===== config.mk =====
export PLATFORM = sky130hd
export DESIGN_NAME = muldiv_iter
export DESIGN_NICKNAME = d
export VERILOG_FILES = /design/src/rtl/muldiv_iter.sv
export SDC_FILE = /design/constraint.sdc
export NUM_CORES = 1
export LEC_CHECK = 0
export BUFFER_PORTS_ARGS = -buffer_cell sky130_fd_sc_hd__buf_2
export CAP_MARGIN = 20
export CORE_ASPECT_RATIO = 1.4
export CORE_MARGIN = 8
export CORE_UTILIZATION = 38
export CTS_BUF_LIST = sky130_fd_sc_hd__clkbuf_16
export CTS_CLUSTER_DIAMETER = 50
export DETAILED_ROUTE_END_ITERATION = 8
export SYNTH_ARGS = -nofsm -noshare
export SYNTH_HDL_FRONTEND = slang
export SYNTH_SLANG_ARGS = --single-unit

===== constraint.sdc =====
create_clock -name clk -period 5 [get_ports clk]
set_input_delay 0.25 -clock clk [delete_from_list [all_inputs] [get_ports clk]]
set_output_delay 0.25 -clock clk [all_outputs]
set_load 0.02 [all_outputs]

===== src/rtl/muldiv_iter.sv =====
// ============================================================================
// Module      : muldiv_iter
// Description : Iterative RV32M/RV64M multiply/divide unit with valid/ready
//               handshakes, one result bit per cycle on operand magnitudes.
// Revision    : 1.0 - initial release
// ============================================================================
`default_nettype none

module muldiv_iter #(
    parameter int XLEN = 32
) (
    input  logic            clk,
    input  logic            rst_n,
    input  logic            flush_i,
    input  logic            in_valid_i,
    output logic            in_ready_o,
    input  logic [2:0]      op_i,
    input  logic [XLEN-1:0] in_a_i,
    input  logic [XLEN-1:0] in_b_i,
    output logic            out_valid_o,
    input  logic            out_ready_i,
    output logic [XLEN-1:0] result_o
);

    localparam int              C_CNT_W    = $clog2(XLEN);
    localparam logic [C_CNT_W-1:0] C_CNT_LAST = C_CNT_W'(XLEN - 1);
    localparam logic [XLEN-1:0] C_MIN      = {1'b1, {(XLEN-1){1'b0}}};

    localparam logic [1:0] C_IDLE = 2'd0;
    localparam logic [1:0] C_CALC = 2'd1;
    localparam logic [1:0] C_FIX  = 2'd2;
    localparam logic [1:0] C_DONE = 2'd3;

    logic [1:0]          r_state_q, w_state_d;
    logic [C_CNT_W-1:0]  r_cnt_q;
    logic [2*XLEN-1:0]   r_acc_q;
    logic [XLEN-1:0]     r_opd_q;
    logic [2:0]          r_op_q;
    logic                r_sa_q, r_sb_q;
    logic [XLEN-1:0]     r_result_q;

    // Request decode
    logic            w_a_signed, w_b_signed, w_sa, w_sb;
    logic            w_b_zero, w_ovf, w_special;
    logic [XLEN-1:0] w_abs_a, w_abs_b, w_special_res;

    assign w_a_signed = (op_i == 3'd1) || (op_i == 3'd2) || (op_i == 3'd4) || (op_i == 3'd6);
    assign w_b_signed = (op_i == 3'd1) || (op_i == 3'd4) || (op_i == 3'd6);
    assign w_sa       = w_a_signed & in_a_i[XLEN-1];
    assign w_sb       = w_b_signed & in_b_i[XLEN-1];
    assign w_abs_a    = w_sa ? -in_a_i : in_a_i;
    assign w_abs_b    = w_sb ? -in_b_i : in_b_i;
    assign w_b_zero   = (in_b_i == '0);
    assign w_ovf      = ((op_i == 3'd4) || (op_i == 3'd6)) && (in_a_i == C_MIN) && (&in_b_i);
    assign w_special  = op_i[2] & (w_b_zero | w_ovf);

    always_comb begin
        w_special_res = '0;
        if (w_b_zero) begin
            w_special_res = op_i[1] ? in_a_i : '1;
        end else begin
            w_special_res = op_i[1] ? '0 : C_MIN;
        end
    end

    // Shared XLEN+1 adder: shift-add for multiply, trial subtract for divide
    logic            w_mul;
    logic [XLEN:0]   w_add_a, w_add_b, w_sum;
    logic            w_add_c;
    logic [2*XLEN-1:0] w_acc_next;

    assign w_mul = ~r_op_q[2];

    always_comb begin
        w_add_a = '0;
        w_add_b = '0;
        w_add_c = 1'b0;
        if (w_mul) begin
            w_add_a = {1'b0, r_acc_q[2*XLEN-1:XLEN]};
            w_add_b = r_acc_q[0] ? {1'b0, r_opd_q} : '0;
        end else begin
            w_add_a = r_acc_q[2*XLEN-1:XLEN-1];
            w_add_b = ~{1'b0, r_opd_q};
            w_add_c = 1'b1;
        end
    end

    assign w_sum = w_add_a + w_add_b + {{XLEN{1'b0}}, w_add_c};

    // Divide: w_sum[XLEN] set means the trial subtract borrowed
    always_comb begin
        w_acc_next = r_acc_q;
        if (w_mul) begin
            w_acc_next = {w_sum, r_acc_q[XLEN-1:1]};
        end else if (w_sum[XLEN]) begin
            w_acc_next = {r_acc_q[2*XLEN-2:0], 1'b0};
        end else begin
            w_acc_next = {w_sum[XLEN-1:0], r_acc_q[XLEN-2:0], 1'b1};
        end
    end

    // Sign correction of the magnitude result
    logic [2*XLEN-1:0] w_prod;
    logic [XLEN-1:0]   w_quot, w_rem, w_fix_res;

    assign w_prod = (r_sa_q ^ r_sb_q) ? -r_acc_q : r_acc_q;
    assign w_quot = (r_sa_q ^ r_sb_q) ? -r_acc_q[XLEN-1:0] : r_acc_q[XLEN-1:0];
    assign w_rem  = r_sa_q ? -r_acc_q[2*XLEN-1:XLEN] : r_acc_q[2*XLEN-1:XLEN];

    always_comb begin
        w_fix_res = '0;
        case (r_op_q)
            3'd0:                 w_fix_res = w_prod[XLEN-1:0];
            3'd1, 3'd2, 3'd3:     w_fix_res = w_prod[2*XLEN-1:XLEN];
            3'd4, 3'd5:           w_fix_res = w_quot;
            default:              w_fix_res = w_rem;
        endcase
    end

    // FSM: state register
    always_ff @(posedge clk or negedge rst_n) begin
        if (!rst_n) begin
            r_state_q <= C_IDLE;
        end else begin
            r_state_q <= w_state_d;
        end
    end

    // FSM: next state
    always_comb begin
        w_state_d = r_state_q;
        if (flush_i) begin
            w_state_d = C_IDLE;
        end else begin
            case (r_state_q)
                C_IDLE:  if (in_valid_i) w_state_d = w_special ? C_DONE : C_CALC;
                C_CALC:  if (r_cnt_q == C_CNT_LAST) w_state_d = C_FIX;
                C_FIX:   w_state_d = C_DONE;
                default: if (out_ready_i) w_state_d = C_IDLE;
            endcase
        end
    end

    // FSM: outputs
    always_comb begin
        in_ready_o  = (r_state_q == C_IDLE);
        out_valid_o = (r_state_q == C_DONE);
    end

    assign result_o = r_result_q;

    // Datapath registers
    always_ff @(posedge clk or negedge rst_n) begin
        if (!rst_n) begin
            r_cnt_q    <= '0;
            r_acc_q    <= '0;
            r_opd_q    <= '0;
            r_op_q     <= '0;
            r_sa_q     <= 1'b0;
            r_sb_q     <= 1'b0;
            r_result_q <= '0;
        end else if (flush_i) begin
            r_cnt_q <= '0;
        end else begin
            case (r_state_q)
                C_IDLE: begin
                    if (in_valid_i) begin
                        r_op_q  <= op_i;
                        r_sa_q  <= w_sa;
                        r_sb_q  <= w_sb;
                        r_cnt_q <= '0;
                        if (w_special) begin
                            r_result_q <= w_special_res;
                        end else if (op_i[2]) begin
                            r_acc_q <= {{XLEN{1'b0}}, w_abs_a};
                            r_opd_q <= w_abs_b;
                        end else begin
                            r_acc_q <= {{XLEN{1'b0}}, w_abs_b};
                            r_opd_q <= w_abs_a;
                        end
                    end
                end
                C_CALC: begin
                    r_acc_q <= w_acc_next;
                    r_cnt_q <= r_cnt_q + C_CNT_W'(1);
                end
                C_FIX: begin
                    r_result_q <= w_fix_res;
                    r_cnt_q    <= '0;
                end
                default: ;
            endcase
        end
    end

endmodule

`default_nettype wire

* Word-level counts from Yosys, hierarchy flattened
Index checks and enable logic that the tools add are counted.
** Cells by class
- Shifts and indexed selects :: 0
- Equality and inequality tests :: 19
- Div/mod/pow operators :: 0
- Bitwise logic cells :: 8
- Multipliers :: 0
- Reductions and logical operators :: 24
- $lt $le $gt $ge :: 0
- Multiplexer cells :: 32
- Add/sub/neg operators :: 8
** Operator list (count)
- $mux 32 :: 12
- $mux 64 :: 5
- $neg 32->32 :: 4
- $pmux 64 s2 :: 1
- $pmux 32 s3 :: 1
- $mux 33 :: 2
- $neg 64->64 :: 1
- $pmux 32 s2 :: 1
- $add 33x1->33 :: 1
- $add 33x33->33 :: 1
- $not 32->33 :: 1
- $eq 32x32->1 const B :: 1
- $logic_not 32->1 :: 1
- $reduce_and 32->1 :: 1
- $pmux 5 s3 :: 1
- $eq 3x3->1 const B :: 4
- $reduce_and 4->1 :: 3
- $mux 2 :: 5
- $mux 5 :: 2
- $eq 3x2->1 const B :: 3
- $eq 3x1->1 const B :: 2
- $logic_or 1x1->1 :: 6
- $ne 3x3->1 const B :: 2
- $pmux 2 s3 :: 1
- 21 further kinds :: 29
** Word-level totals
- Memories :: 0
- Logic and storage cells :: 99
- Bits in read-only memories :: 0
- Bits in registers :: 140
- Bits of input ports :: 72
- Latch bits :: 0
- Bits in writable memories :: 0
- Output and inout bits :: 34

* Depth between registers and ports, before layout
Gate-level depths: netlist of run 1.
- Depth after elaboration :: 10
- Depth in mapped cells :: 18
- Depth with buffers taken out :: 15

* Least setup slack after synthesis of run 1
No wires, ideal clock.
- Kind :: register -> register
- Start :: register r_op_q[2]
- End :: register r_acc_q[33]
- Path buffers :: 4
- Library setup time :: 0.133 ns
- Clock period less this slack :: 4.369 ns
- Setup slack :: 0.631 ns
- Arrival time :: 4.236 ns
- Stages on the path, launching flop included :: 18
- Data required time :: 4.867 ns
- Cells stage by stage :: dfrtp_1 > clkbuf_1 > buf_1 > clkbuf_1 > nand2_1 > o21ai_0 > fa_1 > inv_1 > fa_1 > nand2b_1 > a21oi_1 > o211ai_1 > o211ai_1 > nand3_1 > nand3_1 > clkbuf_1 > mux2i_1 > o21ai_0
** Between the ends
- Cells in the longest elaborated chain, start to end :: 6
- Elaborated cells on any way between the ends :: 8
- Classes of those cells :: 2 x add/sub; 6 x mux
** RTL lines
- start, declared :: line 38 : logic [2:0] r_op_q;
- start signal, assigned :: line 168 : r_op_q <= op_i;
- $mux 33 :: line 78 : if (w_mul) begin
- $add 33x33->33 :: line 88 : assign w_sum = w_add_a + w_add_b + {{XLEN{1'b0}}, w_add_c};
- $add 33x1->33 :: line 88
- $mux 64 :: line 95 : end else if (w_sum[XLEN]) begin
- $mux 64 (*) :: line 93 : if (w_mul) begin
- $pmux 64 s2 (*) :: line 165 : case (r_state_q)
- end signal, assigned :: line 175 : r_acc_q <= {{XLEN{1'b0}}, w_abs_a};
- end signal, assigned :: line 178 : r_acc_q <= {{XLEN{1'b0}}, w_abs_b};
- end signal, assigned :: line 184 : r_acc_q <= w_acc_next;
- end, declared :: line 36 : logic [2*XLEN-1:0] r_acc_q;
Every way passes the cells marked *; elsewhere a longest branch is shown, timed or not.
A chain may end at the register's enable or synchronous reset.

* Final worst setup path of run 1
- Start :: register r_op_q[2]
- End :: register r_acc_q[0]
Same word-level chain as after synthesis.

==> results of run 1 <==
## final timing paths
kind | startpoint | endpoint | slack [ns]
max in group asynchronous | rst_n | result_o[18]$_DFFE_PN0P_ | 3.23
min in group asynchronous | rst_n | r_opd_q[18]$_DFFE_PN0P_ | 0.42
worst max-delay path | r_op_q[2]$_DFFE_PN0P_ | r_acc_q[0]$_DFFE_PN0P_ | 0.50
worst min-delay path | flush_i | r_state_q[1]$_DFFE_PN0P_ | 0.07
worst min register to register | r_cnt_q[3]$_DFFE_PN0P_ | r_cnt_q[3]$_DFFE_PN0P_ | 0.48
worst max register to register | r_op_q[2]$_DFFE_PN0P_ | r_acc_q[0]$_DFFE_PN0P_ | 0.50
## registers in the layout, summed over array words and instances, names as in the netlist
| name | flops |
|---|---|
| r_cnt_q | 5 |
| r_sb_q | 1 |
| r_opd_q | 32 |
| r_state_q | 2 |
| r_op_q | 3 |
| r_sa_q | 1 |
| r_acc_q | 64 |
| result_o | 32 |
## worst max-delay path: cells and delay by family, from the launching register on
| kind | cells | cell delay [ns] |
|---|---|---|
| compound gates | 6 | 1.62 |
| fa+ha+maj | 2 | 0.68 |
| simple gates | 2 | 0.64 |
| buf+inv | 3 | 0.35 |
| mux | 1 | 0.44 |
| flops | 1 | 0.65 |
## per-layer routing
metal  up-vias  wire length (µm)
li1       6995                 -
met5         -                15
met4         2              4797
met2       597             28110
met1      7191             23330
met3       177              3261
## where the power goes
| group | internal [mW] | switching (mW) | leakage (nW) |
|---|---|---|---|
| Sequential | 1.60 | 0.884 | 1.73 |
| Clock | 0.651 | 0.611 | 0.271 |
| Combinational | 2.87 | 4.96 | 4.33 |
| Total | 5.12 | 6.45 | 6.33 |
## cells in the final DEF, fill, tap and decap left out, types with 8 or more instances in the layout
cell type	Yosys	layout
sky130_fd_sc_hd__a221oi_1	8	8
sky130_fd_sc_hd__buf_4	5	35
sky130_fd_sc_hd__and2_1	11	11
sky130_fd_sc_hd__o22ai_1	20	20
sky130_fd_sc_hd__a22oi_1	30	30
sky130_fd_sc_hd__or3_1	23	23
sky130_fd_sc_hd__o211ai_1	19	19
sky130_fd_sc_hd__o31ai_1	25	25
sky130_fd_sc_hd__mux2i_1	59	59
sky130_fd_sc_hd__o221ai_1	9	9
sky130_fd_sc_hd__a211oi_1	23	23
sky130_fd_sc_hd__nand2b_1	21	21
sky130_fd_sc_hd__or4_1	13	13
sky130_fd_sc_hd__nor3_1	43	43
sky130_fd_sc_hd__ha_1	43	43
sky130_fd_sc_hd__nand3_1	31	31
sky130_fd_sc_hd__mux2_2	65	65
sky130_fd_sc_hd__clkbuf_16	0	17
sky130_fd_sc_hd__a31oi_1	44	44
sky130_fd_sc_hd__a21o_1	20	20
sky130_fd_sc_hd__xor2_1	72	71
sky130_fd_sc_hd__dfrtp_1	140	139
sky130_fd_sc_hd__buf_2	11	104
sky130_fd_sc_hd__o21ai_0	203	203
sky130_fd_sc_hd__xnor2_1	95	94
sky130_fd_sc_hd__nor4_1	26	26
sky130_fd_sc_hd__a21oi_1	162	161
sky130_fd_sc_hd__inv_1	36	36
sky130_fd_sc_hd__nor2b_1	8	8
sky130_fd_sc_hd__nand4_1	18	18
sky130_fd_sc_hd__nand2_1	200	200
sky130_fd_sc_hd__o41ai_1	21	21
sky130_fd_sc_hd__nor2_1	171	170
## kinds of logic after synthesis
family                     after synthesis  synth area share
buffers and inverters                  189           0.05507
DFF                                    140            0.2428
AOI/OAI and AO/OA                      637            0.2703
xor gates and xnor gates               167            0.1014
muxes                                  124           0.09167
and+or+nand+nor                        605            0.1986
adders and majority gates               45           0.04007
## through the flow
| step | hold slack [ns] | cells |
|---|---|---|
| 4_1_cts | 0.05603 | 2403 |
| 2_1_floorplan | -0.04559 | 1907 |
| 3_5_place_dp | 0.3853 | 2370 |
| 5_1_grt | 0.07230 | 2404 |
| 6_report | 0.07062 | 2404 |
| 3_3_place_gp | 0.3797 | 2370 |
## final cells by class
type                    instances  area share
inverters                      39    0.009266
clock inverters                15    0.008316
multi-input cells            1578      0.6434
well taps                     473     0.03746
clock buffers                  17     0.02693
flip-flops and latches        140      0.2220
repair buffers                142     0.05266
==> metrics.txt, run 1 <==
depth of the worst register-to-register path 14; post-cts sizing count 0; top area cells in the synthesized netlist sky130_fd_sc_hd__dfrtp_1 24%, sky130_fd_sc_hd__o21ai_0 7.0%, sky130_fd_sc_hd__xnor2_1 5.8%; Layout Skew 0.01895 ns; Yosys Warn Count 0; fraction of the cycle the final worst path needs 0.8999; Num CTS Buffers 17; Iteration-0 DRC Markers 1430; share of final-layout standard cells stronger than drive strength 1 0.1372; overall die area 44540 µm²; synthesis-to-finish area growth 9.514%; global-route wire length before repair 89030 µm; Final Max Tran Viols 0; total nets after synthesis 2024; kind of critical path flop to flop; worst-skew pair later-pin latency 0.47 ns; Fmax 222.2 MHz; DP HPWL 46370 µm; most instantiated library cell after synthesis sky130_fd_sc_hd__o21ai_0; Remaining DRCs 0; GR Layer Usage met3 0.03995; Wirelength per Cell 24.75 µm; share of the synthesized area in the top cell type 0.2428; Final Cell Area 15800 µm²; Avg Cell Area, Syn 7.565 µm²; top cells by instance count after synthesis 203 x sky130_fd_sc_hd__o21ai_0, 200 x sky130_fd_sc_hd__nand2_1, 171 x sky130_fd_sc_hd__nor2_1, 162 x sky130_fd_sc_hd__a21oi_1, 140 x sky130_fd_sc_hd__dfrtp_1; arrival time worst endpoint 4.87 ns; worst slack at placement 0.5704 ns; Hold Fails Final Rpt 0; number of endpoints failing setup at the final stage 0; cell-by-cell listing of the critical path inv_1 > buf_4 > o21ai_0 > fa_1 > inv_1 > fa_1 > nand2b_1 > a21oi_1 > o211ai_1 > o211a_1 > o21ai_0 > nand3_2 > mux2_2 > a221oi_1; result of the run finished clean; vias in the first global route 14.43k; global placement routability congestion 0.9856; largest area contributor in the netlist sky130_fd_sc_hd__dfrtp_1; Slew headroom 0.2734; number of iterations in the first detailed-routing pass 6; transition time of the tightest slew-check pin 1.090 ns; maximum VDD drop 0.4256 mV; Post-Synthesis Cells 1907; share of async-settable or async-resettable flops after synthesis 1.000; total clock sinks 140; total of buffers placed on input and output ports 105; Tightest Hold Check Type input pin to flop; setup_tns 0 ns; post-layout utilization of the core 0.4211; CP Capture Type flop; cell with the largest stage delay on the worst path sky130_fd_sc_hd__dfrtp_4; number of enable flip-flop cells after synthesis 0; CTS tree built; min setup slack post-route 0.5003 ns; placed instance area 15200 µm²; H-tree level count 4; met1 Use GR 0.2995; clock-pin slew of the registers on the worst-case setup and hold paths 0.07 ns; n_diodes 0; most crowded layer after global routing met2; die span in y 246.5 µm; required time at the endpoint of the critical path 5.37 ns; routed vias 14.96k; layout filler cell count 3780; delay of the slowest cell on the worst path 0.65 ns; number of setup buffers added after CTS 0; core area 37520 µm²; number of core rows 84; RSZ-0062 raised after global routing false; width of the chip 180.7 µm; pin count of the biggest net entering global routing 99; power density over the cells 732.7 nW/µm²; initial antenna violation count 1; I/O Pins 106; share of the yosys chip area belonging to registers 0.2428; Yosys cell types 84; Initial Util 0.3845; static leakage power 6.333 nW; area occupied by multi-input gates 10160 µm²; number of storage elements in the synthesis netlist 140; total routed wirelength 59510 µm; global route total overflow 0; kind of start point of the critical path flop; root cell of the clock tree sky130_fd_sc_hd__clkbuf_16; Worst Hold Path Cells 2; vias per cell 6.224; total global routing track utilization 0.2612; post-synth design cell area 14430 µm²; Power Total 11.58 mW; final net count 2035; met2 demand-to-capacity share in global routing 0.4354; FF/Latch Area 3507 µm²; MaxCap Viol Count 0; min cycle time layout 4.500 ns; antenna-violating nets left 0; Main synth FF type sky130_fd_sc_hd__dfrtp_1; Max FO, Critical Path 27; number of buffers between clock root and the deepest sink 2; Hold-fix buffers, CTS 1
Power figures use the tool's default switching activity.
==> run 2, diff against run 1 <==
--- a/config.mk
+++ b/config.mk
@@ -13,6 +13,7 @@
 export CTS_BUF_LIST = sky130_fd_sc_hd__clkbuf_16
 export CTS_CLUSTER_DIAMETER = 50
 export DETAILED_ROUTE_END_ITERATION = 8
+export MAX_ROUTING_LAYER = met4
 export SYNTH_ARGS = -nofsm -noshare
 export SYNTH_HDL_FRONTEND = slang
 export SYNTH_SLANG_ARGS = --single-unit
==> metrics.txt, run 2 (synthesis results as in run 1) <==
CTS tree built; Iteration-0 DRC Markers 1464 (+2.4%); total global routing track utilization 0.2736 (+0.01233); antenna-violating nets left 0 (unchanged); worst-skew pair later-pin latency 0.46 ns (about the same); Slew headroom 0.2175 (-0.05587); Layout Skew 0.01797 ns (-0.0009719 ns); Num CTS Buffers 17 (unchanged); FF/Latch Area 3507 µm² (unchanged); vias per cell 6.272 (+0.77%); combinational share of power 0.678 (+0.002); RSZ-0062 raised after global routing false; transition time of the tightest slew-check pin 1.166 ns (+0.07599 ns); met1 Use GR 0.3132 (+0.01368); number of iterations in the first detailed-routing pass 8 (+2); number of endpoints failing setup at the final stage 0 (unchanged); area occupied by multi-input gates 10160 µm² (unchanged); H-tree level count 4 (unchanged); die span in y 246.5 µm (unchanged); Final Max Tran Viols 0 (unchanged); Hold Fails Final Rpt 0 (unchanged); fraction of power spent switching nets 0.5559 (-0.001323); core area 37520 µm² (unchanged); final net count 2036 (+0.049%); total of buffers placed on input and output ports 105 (unchanged); routed vias 15.08k (+0.81%); kind of start point of the critical path flop; synthesis-to-finish area growth 9.636%; Fmax 221.8 MHz (-0.18%); required time at the endpoint of the critical path 5.37 ns (about the same); most frequent standard cell in the layout excluding fill and tap cells sky130_fd_sc_hd__o21ai_0; Remaining DRCs 0 (unchanged); result of the run finished clean; DP HPWL 47590 µm (+2.6%); min cycle time layout 4.508 ns (+0.008340 ns); clock-pin slew of the registers on the worst-case setup and hold paths 0.08 ns (about the same); n_diodes 0 (unchanged); setup_tns 0 ns (unchanged); global route total overflow 0 (unchanged); Largest Register r_acc_q; post-cts sizing count 0 (unchanged); overall die area 44540 µm² (unchanged); width of the chip 180.7 µm (unchanged); commonest non-fill, non-tap cells in the layout 203 x sky130_fd_sc_hd__o21ai_0, 200 x sky130_fd_sc_hd__nand2_1, 170 x sky130_fd_sc_hd__nor2_1, 161 x sky130_fd_sc_hd__a21oi_1, 139 x sky130_fd_sc_hd__dfrtp_1; MaxCap Viol Count 0 (unchanged); static leakage power 6.346 nW (+0.21%); I/O Pins 106 (unchanged); share of total power in the clock network 0.113 (+0.004); Tightest Hold Check Type input pin to flop; Net Switching 6.516 mW (+1.0%); initial antenna violation count 0 (-1); met2 demand-to-capacity share in global routing 0.4462 (+0.01083); Initial Util 0.3845 (unchanged); pin count of the biggest net entering global routing 99 (unchanged); number of buffers between clock root and the deepest sink 2 (unchanged); total clock sinks 140 (unchanged); number of core rows 84 (unchanged); part of the power in registers 0.209 (-0.006); Wirelength per Cell 25.33 µm (+2.3%); Max FO, Critical Path 33 (+22%); GR Layer Usage met3 0.03406 (-0.005897); maximum VDD drop 0.3424 mV (-20%); arrival time worst endpoint 4.88 ns (about the same); Power Total 11.72 mW (+1.3%); fraction of the cycle the final worst path needs 0.9016 (+0.001668); power density over the cells 741.0 nW/µm² (+1.1%); kind of critical path flop to flop; cell-by-cell listing of the critical path buf_4 > o21ai_0 > fa_1 > inv_1 > fa_1 > nand2b_1 > a21oi_1 > o211ai_1 > o211a_1 > o21ai_0 > nand3_2 > mux2_2 > a221oi_1; CP Capture Type flop; max FFs per register 64 (unchanged); cell with the largest stage delay on the worst path sky130_fd_sc_hd__dfrtp_4; internal power summed over all cells 5.205 mW (+1.6%); total routed wirelength 60920 µm (+2.4%); delay of the slowest cell on the worst path 0.54 ns (-0.11 ns); global-route wire length before repair 90100 µm (+1.2%); root cell of the clock tree sky130_fd_sc_hd__clkbuf_16; share of final-layout standard cells stronger than drive strength 1 0.1366 (-0.0005886); vias in the first global route 14.32k (-0.77%); most crowded layer after global routing met2; layout filler cell count 3804 (+0.63%); global placement routability congestion 1.034 (+4.9%)
-- run 2: cell types whose count changed in the layout (fill, tap and decap cells not counted), sizes merged --
| cell | change |
|---|---|
| clkinvlp | -1 |
| clkinv | +1 |
| inv | -2 |
| bufinv | +2 |
| buf | +1 |
-- run 2: layer usage --
layer	wire length, µm	share of wire
met4	4286	0.070
met1	24070	0.40
met2	29240	0.48
met3	3318	0.054
met5	0	0
-- run 2: worst max-delay path, delay by kind of cell, from the launching register on --
kind	cells	cell delay (ns)
flip-flops	1	0.54
multiplexers	1	0.43
AO/OA/AOI/OAI	6	1.78
AND/OR/NAND/NOR	2	0.63
adder cells (fa/ha/maj)	2	0.69
buffers and inverters	2	0.35
-- run 2: cell type report --
class                   instances  share of cell area
flip-flops and latches        140              0.2217
clock buffers                  17             0.02690
multi-input cells            1578              0.6427
well taps                     473             0.03742
repair buffers                143             0.05182
clock inverters                15             0.01020
inverters                      39            0.009256
-- run 2: what timing repair did --
action / 4_1_cts / 5_1_grt
hold buffers: 1 / 0
setup buffers: 0 / 0
hold endpoints to repair: 52 / 0
setup endpoints to repair: 0 / 0
-- run 2: stage by stage --
stage	util	worst slack (ns)	instances	area (µm²)	hold WS (ns)
after floorplan	-	0.6308	1907	14430	-0.04559
after global placement	0.4056	0.6785	2372	15220	0.2502
after detailed placement	0.4056	0.5429	2372	15220	0.2519
after CTS	0.4215	0.5224	2405	15820	0.05351
after global routing	0.4215	0.2350	2405	15820	0.08102
final	0.4215	0.4919	2405	15820	0.07735
-- run 2: power by group through the flow --
stage	Clock (mW)	Combinational, mW	Sequential, mW
5_1_grt	1.38	8.53	2.50
4_1_cts	1.34	7.79	2.41
2_1_floorplan	0	5.54	2.04
3_3_place_gp	0	7.73	2.43
3_5_place_dp	0	7.75	2.44
6_report	1.33	7.94	2.45
-- run 2: path summary, 6_finish.rpt --
kind                                             to  cells past startpoint                   start  slack [ns]
min                        r_state_q[0]$_DFFE_PN0P_                      2                 flush_i        0.08
min reg2reg                  r_cnt_q[3]$_DFFE_PN0P_                      1  r_cnt_q[3]$_DFFE_PN0P_        0.49
max in group asynchronous  result_o[16]$_DFFE_PN0P_                      3                   rst_n        3.46
max reg2reg                  r_acc_q[0]$_DFFE_PN0P_                     13   r_op_q[2]$_DFFE_PN0P_        0.49
min in group asynchronous   r_opd_q[29]$_DFFE_PN0P_                      2                   rst_n        0.32
max                          r_acc_q[0]$_DFFE_PN0P_                     13   r_op_q[2]$_DFFE_PN0P_        0.49
